File: src/rtl/lfsr_bank_ctrl.sv
// Seed-load and stream-window sequencer for one LFSR bank.
// Every output is a register; ABORT cancels any load or run in progress.
module lfsr_bank_ctrl #(
    parameter int N_L     = 32,
    parameter int N_L_REG = 3,
    parameter int CNT_W   = 8
) (
    input  logic               CLK,
    input  logic               RESET,
    input  logic               CFG_START,
    input  logic               SEED_VALID,
    output logic               SEED_READY,
    input  logic [N_L-1:0]     SEED_DATA,
    output logic               SEED_DONE,
    input  logic               RUN_START,
    input  logic [CNT_W-1:0]   RUN_LEN,
    input  logic               RUN_OPTION,
    input  logic               ABORT,
    output logic               BUSY,
    output logic               SAMPLE_VALID,
    output logic               RUN_DONE,
    output logic               lfsr_load,
    output logic [N_L_REG-1:0] lfsr_sel,
    output logic               lfsr_en,
    output logic               lfsr_option_sel,
    output logic [N_L-1:0]     LFSR_REG_INIT
);

    localparam int IDX_W = (N_L_REG > 1) ? $clog2(N_L_REG) : 1;

    typedef enum logic [1:0] {
        ST_IDLE = 2'd0,
        ST_LOAD = 2'd1,
        ST_RUN  = 2'd2
    } state_t;

    state_t             state_reg;
    logic [IDX_W-1:0]   index_reg;
    logic [CNT_W-1:0]   cnt_reg;
    logic [N_L_REG-1:0] sel_decode;
    logic               last_seed;

    // One-hot decode of the register currently being seeded.
    generate
        for (genvar gi = 0; gi < N_L_REG; gi++) begin : g_sel
            assign sel_decode[gi] = (index_reg == IDX_W'(gi));
        end
    endgenerate

    assign last_seed = (index_reg == IDX_W'(N_L_REG - 1));

    always_ff @(posedge CLK) begin
        if (RESET) begin
            state_reg       <= ST_IDLE;
            index_reg       <= '0;
            cnt_reg         <= '0;
            SEED_READY      <= 1'b0;
            SEED_DONE       <= 1'b0;
            BUSY            <= 1'b0;
            SAMPLE_VALID    <= 1'b0;
            RUN_DONE        <= 1'b0;
            lfsr_load       <= 1'b0;
            lfsr_sel        <= '0;
            lfsr_en         <= 1'b0;
            lfsr_option_sel <= 1'b0;
            LFSR_REG_INIT   <= '0;
        end else begin
            SEED_DONE <= 1'b0;
            RUN_DONE  <= 1'b0;
            lfsr_load <= 1'b0;
            lfsr_sel  <= '0;

            if (ABORT) begin
                // Drops any pending seed and the window; option and last seed word stay.
                state_reg    <= ST_IDLE;
                index_reg    <= '0;
                cnt_reg      <= '0;
                SEED_READY   <= 1'b0;
                BUSY         <= 1'b0;
                SAMPLE_VALID <= 1'b0;
                lfsr_en      <= 1'b0;
            end else begin
                case (state_reg)
                    ST_IDLE: begin
                        if (CFG_START) begin
                            state_reg  <= ST_LOAD;
                            index_reg  <= '0;
                            SEED_READY <= 1'b1;
                            BUSY       <= 1'b1;
                        end else if (RUN_START) begin
                            if (RUN_LEN != '0) begin
                                state_reg       <= ST_RUN;
                                cnt_reg         <= RUN_LEN;
                                lfsr_option_sel <= RUN_OPTION;
                                lfsr_en         <= 1'b1;
                                SAMPLE_VALID    <= 1'b1;
                                BUSY            <= 1'b1;
                            end else begin
                                RUN_DONE <= 1'b1;
                            end
                        end
                    end

                    ST_LOAD: begin
                        if (SEED_VALID && SEED_READY) begin
                            lfsr_load     <= 1'b1;
                            lfsr_sel      <= sel_decode;
                            LFSR_REG_INIT <= SEED_DATA;
                            if (last_seed) begin
                                state_reg  <= ST_IDLE;
                                index_reg  <= '0;
                                SEED_READY <= 1'b0;
                                BUSY       <= 1'b0;
                                SEED_DONE  <= 1'b1;
                            end else begin
                                index_reg <= index_reg + 1'b1;
                            end
                        end
                    end

                    ST_RUN: begin
                        // cnt counts the window cycles still to be shown, including this one.
                        if (cnt_reg == CNT_W'(1)) begin
                            state_reg    <= ST_IDLE;
                            cnt_reg      <= '0;
                            lfsr_en      <= 1'b0;
                            SAMPLE_VALID <= 1'b0;
                            BUSY         <= 1'b0;
                            RUN_DONE     <= 1'b1;
                        end else begin
                            cnt_reg <= cnt_reg - 1'b1;
                        end
                    end

                    default: begin
                        state_reg    <= ST_IDLE;
                        index_reg    <= '0;
                        cnt_reg      <= '0;
                        SEED_READY   <= 1'b0;
                        BUSY         <= 1'b0;
                        SAMPLE_VALID <= 1'b0;
                        lfsr_en      <= 1'b0;
                    end
                endcase
            end
        end
    end

endmodule

File: config.mk
export PLATFORM = sky130hd
export DESIGN_NAME = lfsr_bank_ctrl
export DESIGN_NICKNAME = d
export VERILOG_FILES = /design/src/rtl/lfsr_bank_ctrl.sv
export SDC_FILE = /design/constraint.sdc
export NUM_CORES = 1
export LEC_CHECK = 0
export CAP_MARGIN = 20
export CORE_MARGIN = 2
export CORE_UTILIZATION = 50
export CTS_BUF_LIST = sky130_fd_sc_hd__clkbuf_16
export DETAILED_ROUTE_END_ITERATION = 6
export DONT_BUFFER_PORTS = 1
export HOLD_SLACK_MARGIN = 0.03
export PLACE_DENSITY = 0.69
export SLEW_MARGIN = 15
export SYNTH_ARGS = -nofsm -noshare
export SYNTH_HDL_FRONTEND = slang
export SYNTH_SLANG_ARGS = --single-unit
File: constraint.sdc
create_clock -name CLK -period 5.5 [get_ports CLK]
set_clock_uncertainty 0.2 [all_clocks]
set_input_delay 1.65 -clock CLK [delete_from_list [all_inputs] [get_ports CLK]]
set_output_delay 1.65 -clock CLK [all_outputs]
set_load 0.01 [all_outputs]
==> reports/metrics.cfg <==
[yosys]
synthSimpleGateAreaFrac = 0.252
yosysSeqAreaShare = 0.459
synthXorXnorAreaFrac = 0.00379
synth_top_area_frac = 0.459
yosysTopAreaCell = dfxtp_1
syn_area_sq_mm = 0.00231
synthTopCellsByArea = dfxtp_1 46%, nand2_1 12%, a21oi_1 9.1%, o2bb2ai_1 2.3%, nor2_1 2.0%
synthArstFlopShare = 0
synth_compound_area_frac = 0.221
postSynthAreaPerCell_sq_um = 8.22
ys_ff_latch = 53
synth_cell_type_count = 52
syn-instance-count = 281
ys.flop_type = dfxtp_1
synth_mux_area_frac = 0
synth.most_common_cell = nand2_1
synth_top_family_by_area = simple AND/OR/NAND/NOR gates
synthTopCellsByCount = 71 x nand2_1, 53 x dfxtp_1, 42 x a21oi_1, 12 x nor2_1, 8 x buf_2
yosys_warnings = 0
synth_edf_count = 0
synthAdderAreaFrac = 0.0108
synth_fp_nets = 330

[power_and_ir_drop]
vdd_drop_max_mv = 0.200
powerDensity_mw_per_mm2 = 321
power.leakage_nw = 0.781

[worst_setup_path]
rr_startpoint = state_reg[1]
critPathLaunchType = primary input
slowest_delay_ps = 670
crit_path_end_kind = flip-flop
critPathArrivalTime_ps = 2980
slowest_stage = nor4_1
critPathBufInv = 0
cp_max_fo = 6
crit_family = simple AND/OR/NAND/NOR gates
crit_required_ps = 5470
path_class = primary input to flip-flop
crit_chain = nor4_1, a21boi_2, o21ai_2, o2bb2ai_1
setup.worst_path.start = RUN_LEN[6]

[routing]
wl_per_cell_um = 16.4
dr.pass1.iters = 4
drt_iter0_drc = 131
vias_per_cell = 5.99
drc = 0
ant_nets = 0
vias = 1942
drt-total-wl_um = 5310

[timing]
hold_violations = 0
setup_tns_ps = 0
slew_headroom = 0.401
hold-worst-slack_ps = 293
finalSetupViolCount = 0
fin_crit_ps = 3010
report.final.slew_viol_count = 0
timing.final.crit_share = 0.546
timing.fmax_mhz = 333
worstMarginPinSlew_ps = 887
rsz0062_at_grt = false

[clock_tree]
worstSkewPairLatency_ps = 290
tritoncts = yes
post-cts-setup-buffers = 0
cts_resized = 0
clk_path_buf_depth = 2
clk_pin_slew_worst_paths_ps = 70
h-tree-depth = 2
cts_sinks = 53
holdBufCountCts = 0
cts-root-buf = clkbuf_16
cts_buffers = 5

[final_layout]
drive_gt1_frac = 0.0809
largest_reg_flops = 32
fillerInstances = 432
antennaDiodeCount = 0
syn2layout_area_growth_pct = 6.83
nNetsFinal = 320

[placement]
gp_congestion = 0.846
dp_hpwl_um = 3730
io_buffer_count = 0

[global_route]
grt_max_degree = 40
antenna_found_initial = 0
grt_pass1_wl_um = 8390
grt_usage = 0.203
gr-total-overflow = 0
grt_pass1_vias = 1788

[hold_path]
hold_class = flip-flop to flip-flop
worstHoldStart = LFSR_REG_INIT[18]

[run_status]
outcome = complete, no violations

[floorplanning]
die_w_um = 72.0
io_pins = 90
die_area_sq_mm = 0.00518
die_h_um = 72.0
num_rows = 24
initial_core_util = 0.523
core_area_sq_mm = 0.00441

[flow_run]
drv_cap = 0

## cell usage in the layout, fill, tap and decap left out, drive strengths merged, types with 5 or more instances in the layout
master	instances
a21oi	42
clkbuf	5
dfxtp	53
inv	7
nand2	71
nand3	5
nor2	12
nor4	5
o211ai	5
o2bb2ai	6
## power breakdown
part           internal [mW]  switching, mW  leakage, nW
sequential             0.388        0.00822        0.428
clock                  0.215          0.139       0.0800
combinational         0.0184         0.0238        0.273
## worst reg2reg max path, delay by kind of cell (launching register included)
family             cells  cell delay, ps
AOI/OAI and AO/OA      2             440
DFF                    1             550
and+or+nand+nor        1             880
## path summary, 6_finish.rpt
path | to | slack [ps] | cells past startpoint
min | LFSR_REG_INIT[18] | 290 | 2
max reg2reg | lfsr_en | 3340 | 3
min reg2reg | LFSR_REG_INIT[18] | 290 | 2
max | cnt_reg[4] | 2490 | 4
## metrics by stage
step | instances | area [sq um] | total power [mW] | setup slack [ps] | util
after floorplan | 281 | 2310 | 0.442 | 2530 | -
after global placement | 316 | 2300 | 0.446 | 2330 | 0.520
after detailed placement | 316 | 2300 | 0.447 | 2250 | 0.520
after CTS | 324 | 2470 | 0.799 | 2550 | 0.559
after global routing | 324 | 2470 | 0.822 | 2420 | 0.559
final | 324 | 2470 | 0.792 | 2490 | 0.559
## logic make-up (layout without fill, tap and decap cells)
| kind of cell | after synthesis | count (layout) |
|---|---|---|
| compound gates | 77 | 77 |
| xor+xnor | 1 | 1 |
| fa+ha+maj | 2 | 2 |
| buf+inv | 26 | 17 |
| flops | 53 | 53 |
| simple gates | 122 | 122 |
## layout make-up
class	count	area [sq um]	area share
Timing Repair Buffer	2	15.0	0.00609
Tap cell	52	65.1	0.0264
Sequential cell	53	1060	0.430
Clock buffer	5	125	0.0507
Inverter	7	26.3	0.0106
Clock inverter	3	46.3	0.0188
Multi-Input combinational cell	202	1130	0.457
## metal layers
metal  up-vias  wire length (um)  track usage
li1        966                 -            -
met1       890              2320        0.261
met2        79              2500        0.326
met3         7               403       0.0556
met4         0                81       0.0818
met5         -                 0            0
Power figures use the tool's default switching activity.
